### config.mk
export PLATFORM = sky130hd
export DESIGN_NAME = ppl_event_monitor
export DESIGN_NICKNAME = d
export VERILOG_FILES = /design/src/rtl/ppl_event_monitor.sv
export SDC_FILE = /design/constraint.sdc
export NUM_CORES = 1
export LEC_CHECK = 0
export BUFFER_PORTS_ARGS = -buffer_cell sky130_fd_sc_hd__buf_2
export CAP_MARGIN = 20
export CORE_MARGIN = 2
export CORE_UTILIZATION = 45
export CTS_BUF_LIST = sky130_fd_sc_hd__clkbuf_2 sky130_fd_sc_hd__clkbuf_4 sky130_fd_sc_hd__clkbuf_8
export DETAILED_ROUTE_END_ITERATION = 8
export GPL_TIMING_DRIVEN = 0
export PLACE_DENSITY = 0.63
export SLEW_MARGIN = 30
export SYNTH_ARGS = -nofsm -noshare
export SYNTH_HDL_FRONTEND = slang
export SYNTH_SLANG_ARGS = --single-unit
### constraint.sdc
create_clock -name clk_i -period 3.95 [get_ports clk_i]
set_input_delay 0.395 -clock clk_i [delete_from_list [all_inputs] [get_ports clk_i]]
set_output_delay 0.395 -clock clk_i [all_outputs]
set_load 0.05 [all_outputs]
### src/rtl/ppl_event_monitor.sv
// ppl_event_monitor
//
// Windowed event-monitor bank for the hardware-scheduler interface. Each of NUM_EVENTS
// channels counts single-cycle event pulses with saturating arithmetic over a window of
// WINDOW_CYCLES clock cycles. At the end of a window the totals are copied into held
// snapshot registers, and a threshold-based swap hint is raised. The consumer acknowledges
// a snapshot with snap_ack_i. A window that ends while an unacknowledged snapshot is still
// pending sets the sticky overrun flag, and the old snapshot is kept.
//
// Optional feature: define EVENT_MON_RETIRE_EN to build a retire counter on commit_valid_i.
// This counter follows the same window, clear and sched_swap rules as the event channels.
// Its window total is snapshotted into snap_retire_o, and an empty window (zero retires)
// suppresses swap_hint_o. When the macro is undefined, snap_retire_o is tied to 0 and
// commit_valid_i is ignored.
//
// Ports
//   clk_i          clock
//   rst_i          synchronous active-high reset
//   monitor_en_i   1 = counting, 0 = idle with running counters cleared
//   event_en_i     per-channel event pulse, sampled every cycle
//   commit_valid_i retire strobe (EVENT_MON_RETIRE_EN only)
//   sched_swap_i   scheduler swapped PCs; restarts the current window, no snapshot
//   threshold_i    per-channel swap threshold, channel i at [i*CNT_WIDTH +: CNT_WIDTH];
//                  0 disables that channel
//   snap_count_o   held snapshot of channel totals, same packing as threshold_i
//   snap_retire_o  held snapshot of retire total
//   snap_valid_o   snapshot available until the cycle after snap_ack_i
//   snap_ack_i     consumer accepts the snapshot
//   swap_hint_o    some enabled channel reached its threshold; qualified by snap_valid_o
//   overrun_o      sticky: a window ended while a snapshot was still pending
module ppl_event_monitor #(
  parameter int unsigned NUM_EVENTS    = 5,
  parameter int unsigned CNT_WIDTH     = 16,
  parameter int unsigned WINDOW_CYCLES = 1024
) (
  input  logic                             clk_i,
  input  logic                             rst_i,
  input  logic                             monitor_en_i,
  input  logic [NUM_EVENTS-1:0]            event_en_i,
  input  logic                             commit_valid_i,
  input  logic                             sched_swap_i,
  input  logic [NUM_EVENTS*CNT_WIDTH-1:0]  threshold_i,
  output logic [NUM_EVENTS*CNT_WIDTH-1:0]  snap_count_o,
  output logic [CNT_WIDTH-1:0]             snap_retire_o,
  output logic                             snap_valid_o,
  input  logic                             snap_ack_i,
  output logic                             swap_hint_o,
  output logic                             overrun_o
);

  localparam int unsigned           WinW    = $clog2(WINDOW_CYCLES);
  localparam logic [WinW-1:0]       WinLast = WinW'(WINDOW_CYCLES - 1);
  localparam logic [CNT_WIDTH-1:0]  CntMax  = '1;

  typedef enum logic [0:0] {StIdle, StRun} state_e;

  state_e                                state_q;
  logic [NUM_EVENTS-1:0][CNT_WIDTH-1:0]  cnt_q;
  logic [NUM_EVENTS-1:0][CNT_WIDTH-1:0]  snap_q;
  logic [WinW-1:0]                       win_q;
  logic                                  snap_valid_q;
  logic                                  swap_hint_q;
  logic                                  overrun_q;

  logic [NUM_EVENTS-1:0][CNT_WIDTH-1:0]  total;
  logic                                  hint_raw;
  logic                                  hint_d;
  logic                                  in_run;
  logic                                  cnt_clear;
  logic                                  win_end;
  logic                                  snap_take;

  // Window control. Priority inside RUN: monitor disable, then sched_swap, then window end.
  assign in_run    = (state_q == StRun);
  assign win_end   = in_run && monitor_en_i && !sched_swap_i && (win_q == WinLast);
  assign cnt_clear = in_run && (!monitor_en_i || sched_swap_i || (win_q == WinLast));
  assign snap_take = win_end && (!snap_valid_q || snap_ack_i);

  // Saturating per-channel totals including this cycle's events, plus the raw hint.
  always_comb begin
    total    = cnt_q;
    hint_raw = 1'b0;
    for (int i = 0; i < int'(NUM_EVENTS); i++) begin
      if (cnt_q[i] != CntMax) begin
        total[i] = cnt_q[i] + CNT_WIDTH'(event_en_i[i]);
      end
      if ((threshold_i[i*CNT_WIDTH +: CNT_WIDTH] != '0) &&
          (total[i] >= threshold_i[i*CNT_WIDTH +: CNT_WIDTH])) begin
        hint_raw = 1'b1;
      end
    end
  end

`ifdef EVENT_MON_RETIRE_EN
  logic [CNT_WIDTH-1:0] ret_q;
  logic [CNT_WIDTH-1:0] ret_total;
  logic [CNT_WIDTH-1:0] snap_ret_q;

  assign ret_total = (ret_q == CntMax) ? ret_q : ret_q + CNT_WIDTH'(commit_valid_i);
  // A window with nothing retired carries no useful signal for the scheduler.
  assign hint_d    = hint_raw && (ret_total != '0);

  always_ff @(posedge clk_i) begin
    if (rst_i) begin
      ret_q      <= '0;
      snap_ret_q <= '0;
    end else begin
      if (cnt_clear) begin
        ret_q <= '0;
      end else if (in_run) begin
        ret_q <= ret_total;
      end
      if (snap_take) begin
        snap_ret_q <= ret_total;
      end
    end
  end

  assign snap_retire_o = snap_ret_q;
`else
  logic unused_commit_valid;

  assign unused_commit_valid = commit_valid_i;
  assign hint_d              = hint_raw;
  assign snap_retire_o       = '0;
`endif

  always_ff @(posedge clk_i) begin
    if (rst_i) begin
      state_q      <= StIdle;
      cnt_q        <= '0;
      win_q        <= '0;
      snap_q       <= '0;
      snap_valid_q <= 1'b0;
      swap_hint_q  <= 1'b0;
      overrun_q    <= 1'b0;
    end else begin
      unique case (state_q)
        StIdle:  if (monitor_en_i) state_q <= StRun;
        StRun:   if (!monitor_en_i) state_q <= StIdle;
        default: state_q <= StIdle;
      endcase

      if (cnt_clear) begin
        cnt_q <= '0;
        win_q <= '0;
      end else if (in_run) begin
        cnt_q <= total;
        win_q <= win_q + WinW'(1);
      end

      // overrun_q can only be set while a snapshot is pending, so a take (which needs
      // either no pending snapshot or an ack) always leaves it clear.
      if (snap_take) begin
        snap_q       <= total;
        snap_valid_q <= 1'b1;
        swap_hint_q  <= hint_d;
        overrun_q    <= 1'b0;
      end else if (win_end) begin
        overrun_q    <= 1'b1;
      end else if (snap_ack_i && snap_valid_q) begin
        snap_valid_q <= 1'b0;
        swap_hint_q  <= 1'b0;
        overrun_q    <= 1'b0;
      end
    end
  end

  assign snap_count_o = snap_q;
  assign snap_valid_o = snap_valid_q;
  assign swap_hint_o  = swap_hint_q;
  assign overrun_o    = overrun_q;

endmodule

=== Yosys cells after proc, flatten, opt, wreduce, memory -nomap -nowiden ===
Index checks and enable logic that the tools add are counted.

* Register bits: 174
* Bits of input ports: 91
* Output and inout bits: 99
* Word-level logic and storage cells: 76

* Add/sub/neg operators: 6
* $lt $le $gt $ge: 5
* Equal/unequal tests: 7
* Muxes and demuxes: 16
* Reductions and logical operators: 27

{| class="wikitable"
|+ Operators with widths
! kind !! count
|-
| 16-bit by 1-bit adder with 16-bit output || 5
|-
| 16-bit greater-or-equal comparator || 5
|-
| 16-bit 2-to-1 mux || 5
|-
| 16-bit inequality test, second input constant || 5
|-
| 16-bit nonzero test || 5
|-
| 1-bit logical AND || 11
|-
| 1-bit 2-to-1 mux || 11
|-
| 10-bit by 1-bit adder with 10-bit output, second input constant || 1
|-
| 10-bit equality test, second input constant || 1
|-
| 2-bit nonzero test || 2
|-
| 2-bit OR reduction || 2
|-
| 1-bit zero test || 3
|-
| 1-bit logical OR || 3
|-
| 2-bit by 1-bit inequality test with 1-bit output, second input constant || 1
|-
| 2-bit AND reduction || 1
|}

=== Longest topological paths before layout ===
* Depth after elaboration: 10
* Mapped depth: 16
* Depth with buffers taken out: 14

=== Least setup slack after synthesis ===
No wires, ideal clock.

* Path kind: in2reg
* Start: input port event_en_i[2]
* End: register swap_hint_q, in the netlist swap_hint_o
* Library setup time: 0.129 ns
* Data arrival time: 2.923 ns
* Slack: 0.898 ns
* Cell stages on the path: 14
* Path buffers: 0
* Path through: ha_1 > nand3_1 > or2_1 > a2111oi_4 > and2_1 > xnor2_1 > inv_1 > ha_1 > a21oi_1 > o21ai_0 > a2111oi_0 > a21oi_1 > a211oi_1 > a31oi_1

{| class="wikitable"
|+ RTL lines
! element !! line !! source
|-
| start: declaration || 39 || <nowiki>input logic [NUM_EVENTS-1:0] event_en_i,</nowiki>
|-
| end signal: assignment || 157 || <nowiki>swap_hint_q <= hint_d;</nowiki>
|-
| end: declaration || 62 || <nowiki>logic swap_hint_q;</nowiki>
|}

==> results by group <==
Run status
  • Status: completed

Finish
  • Nets@finish: 1,745
  • Area growth syn-to-layout: 16.71%
  • Design area: roughly 13,000 um2
  • Most frequent cells in the layout: nor2_1 (233), buf_2 (187), dfxtp_1 (174)
  • Layout fillers: 2,331
  • Most common cell after layout, fill and taps aside: nor2_1
  • Layout cells sized above 1: approximately 18%

STA
  • Period utilisation layout: 92.07%
  • Final Hold Violating Endpoints: 0
  • Max_slew headroom: 36.25%
  • Number of setup violations in the final report: 0
  • Setup tns final: 0 ns
  • Slew at the pin closest to its max-slew limit: about 0.96 ns
  • Peak Freq: between 200 and 300 MHz
  • Minimum clock period: around 3.6 ns
  • Clk_skew: about 0.014 ns
  • Max Slew Vio Count: 0
  • RSZ-0062 raised after global routing: no

Floorplan
  • Die W: approximately 160 um
  • Die height: around 160 um
  • Initial Util: 45.80%
  • Core Box Area: 23,470 um2
  • Full die area: ~25,000 um2
  • Row Count: 56
  • I/O pins: 190

Clocking
  • Clock Latency Late Sink: 0.48 ns
  • Clock Tree Buf Depth: 2
  • Worst-path clk slew: about 0.1 ns
  • CTS tree: built
  • CTS H-tree depth: 4
  • Clk sinks: roughly 170
  • Root Buffer: clkbuf_8
  • TritonCTS Buffers: 17

Yosys
  • Mapped Cells: 1,354
  • Primary FF master, synth: dfxtp_1
  • Syn_area_per_cell: ~7.9 um2
  • Synthesized area: approximately 11,000 um2
  • Post-synthesis mux area share: less than 1%
  • #FFs+latches synth: roughly 170
  • Post-synth ARST share: 0%
  • Yosys warning total: 0
  • Synth cell types: 60
  • Register area share after synthesis: about a third
  • Post-Synth XOR/XNOR Area: between 10% and 20%
  • Compound-cell area share of the yosys netlist: 12.29%
  • Adder-cell area share of the yosys netlist: between 10% and 20%
  • Post-synth EDFFs: 0
  • Synth Area in Simple Gates: 24.32%
  • Largest family of logic cells by synthesized area: simple AND/OR/NAND/NOR gates

Routing
  • DR iter-0 viols: 659
  • Post-DR wirelength/cell: between 15 and 20 um
  • DR vias: roughly 10k
  • Post-route DRC violation count: 0
  • Detail Route Antenna Nets: 0
  • First drt pass iteration count: 5
  • Vias per cell: between 5 and 6
  • Drt total wl: around 31,000 um

Critical path
  • Crit Path Class: flip-flop to flip-flop
  • Worst-path maximum fanout: 10
  • Critical Path Source Type: flip-flop
  • Critical path data required time: around 4.3 ns
  • CP endpoint kind: flip-flop
  • Worst EP arrival: approximately 4.0 ns
  • FF-to-FF path depth: 15

Pwr
  • PD cells: 275.9 nW/um2
  • Worst VDD drop: a little under 200 uV
  • Leak Pwr: between 5 and 6 nW

Placement
  • RePlAce Congestion: slightly below 0.9
  • Placed instance area: roughly 12,000 um2
  • Hpwl dp: around 24,000 um
  • PortBufs: around 170

Hold path
  • Worst hold path class: input port to flip-flop
  • Hold-critical path depth: 2

GRT
  • Initial antenna violation count: 0
  • Pin count of the biggest net entering global routing: 17
  • Number of global-route vias before repair: around 8.9k
  • Tot GR Track Use: 24.80%
  • First-pass GRT wire length: between 40,000 and 50,000 um
  • Congestion Overflow GR: 0

Run
  • Max cap viols: 0
==> timing repair <==
action,4_1_cts,5_1_grt
resized for setup,0,7
buffers inserted,0,3
hold endpoints to repair,0,0
endpoints found under the setup margin,0,1
hold buffers,0,0
==> stage by stage <==
step	util, %	worst slack (ns)	power [mW]	instances	hold WS [ns]
6_report	53.45	0.3132	3.461	1896	0.1579
5_1_grt	53.44	0.02317	3.596	1895	0.1435
2_1_floorplan	-	0.8978	1.990	1369	0.4408
4_1_cts	53.24	0.1679	3.480	1892	0.1446
3_5_place_dp	51.41	0.2271	2.119	1860	0.4485
3_3_place_gp	51.41	0.1854	2.113	1860	0.4479
==> routing by layer <==
layer	vias up	track usage, %	wire length, um
met5	-	0	0
met4	0	6.306	509
met3	39	4.056	1765
met2	309	41.85	14550
met1	4565	32.99	14490
li1	4989	-	-
==> critical path, cell delays in order, from the launching register on <==
cell and delay, ns:
dfxtp_1 0.31, buf_2 0.18, nand4_1 0.26, nor4_4 0.51, a211oi_1 0.16, buf_2 0.23, and3_1 0.22, xnor2_1 0.30
inv_1 0.09, ha_1 0.27, nand2_1 0.08, nor2_1 0.04, a2111oi_1 0.32, a21oi_1 0.20, a211oi_1 0.25, a31oi_1 0.10
==> Yosys cell counts (2+ instances only) <==
cell type  count  area (um2)
a211oi_2       4       50.05
a2111oi_0      4       35.03
a31oi_1        3       18.77
o2111ai_1      7       61.31
a2111o_1       2       22.52
or2_2          4       25.02
xnor2_1       63       551.8
nor2b_1        6       37.54
buf_4         22       165.2
clkbuf_1      33       123.9
nand2b_1       7       43.79
a21boi_0       2       15.01
nor3_1        38       190.2
mux2i_1        2       20.02
clkbuf_2       4       20.02
nand3_1       43       215.2
buf_6          7       78.83
o211ai_1       6       45.04
inv_1        126       473.0
nor4_2         2       25.02
buf_1          4       15.01
a211oi_1      57       427.9
nor4_1        24       150.1
a211oi_4       2       40.04
and2_1        16       100.1
dfxtp_1      174        3483
and3_1        17       106.4
nand2_1       78       292.8
a21oi_1       59       295.3
ha_1          91        1139
nand4_1       38       237.7
o21a_1         6       45.04
o21ai_0       34       170.2
nor2_1       233       874.6
xor2_1        76       665.6
buf_2         15       75.07
and4_1        12       105.1
a21o_1         4       30.03
or3_1          8       50.05
==> logic make-up (layout without fill, tap and decap cells) <==
logic type      Yosys count  count (layout)
mux                       2               2
xor+xnor                139             139
simple gates            540             540
buf+inv                 211             418
other cells               1              17
compound gates          196             196
fa+ha+maj                91              91
flops                   174             174
==> where the power goes <==
| group | internal (mW) | switching, mW |
|---|---|---|
| registers | 1.76 | 0.00797 |
| logic | 0.103 | 0.208 |
| clock network | 0.655 | 0.726 |
==> area by class of cell <==
type                       instances  area, um2  area share (%)
multi-input combinational        984       6396           50.98
sequential                       174       3483           27.76
timing repair buffer             175      883.3           7.040
buffer                            85      479.2           3.819
inverter                         126      473.0           3.769
tap                              319      399.1           3.181
clock buffer                      18      247.7           1.974
clock inverter                    14      182.7           1.456
antenna                            1      2.502         0.01994
==> worst paths after layout <==
check | start | end | slack, ns
max reg2reg | cnt_q[37] | swap_hint_o | 0.31
max | cnt_q[37] | swap_hint_o | 0.31
min | monitor_en_i | in_run | 0.16
min reg2reg | snap_count_o[27] | snap_count_o[27] | 0.46
==> sequential cells by signal (all words and copies together), names as in the netlist <==
register      count
cnt_q            80
in_run            1
overrun_o         1
snap_count_o     80
snap_valid_o      1
swap_hint_o       1
win_q            10
No activity file was read; power rests on OpenSTA's default activity.
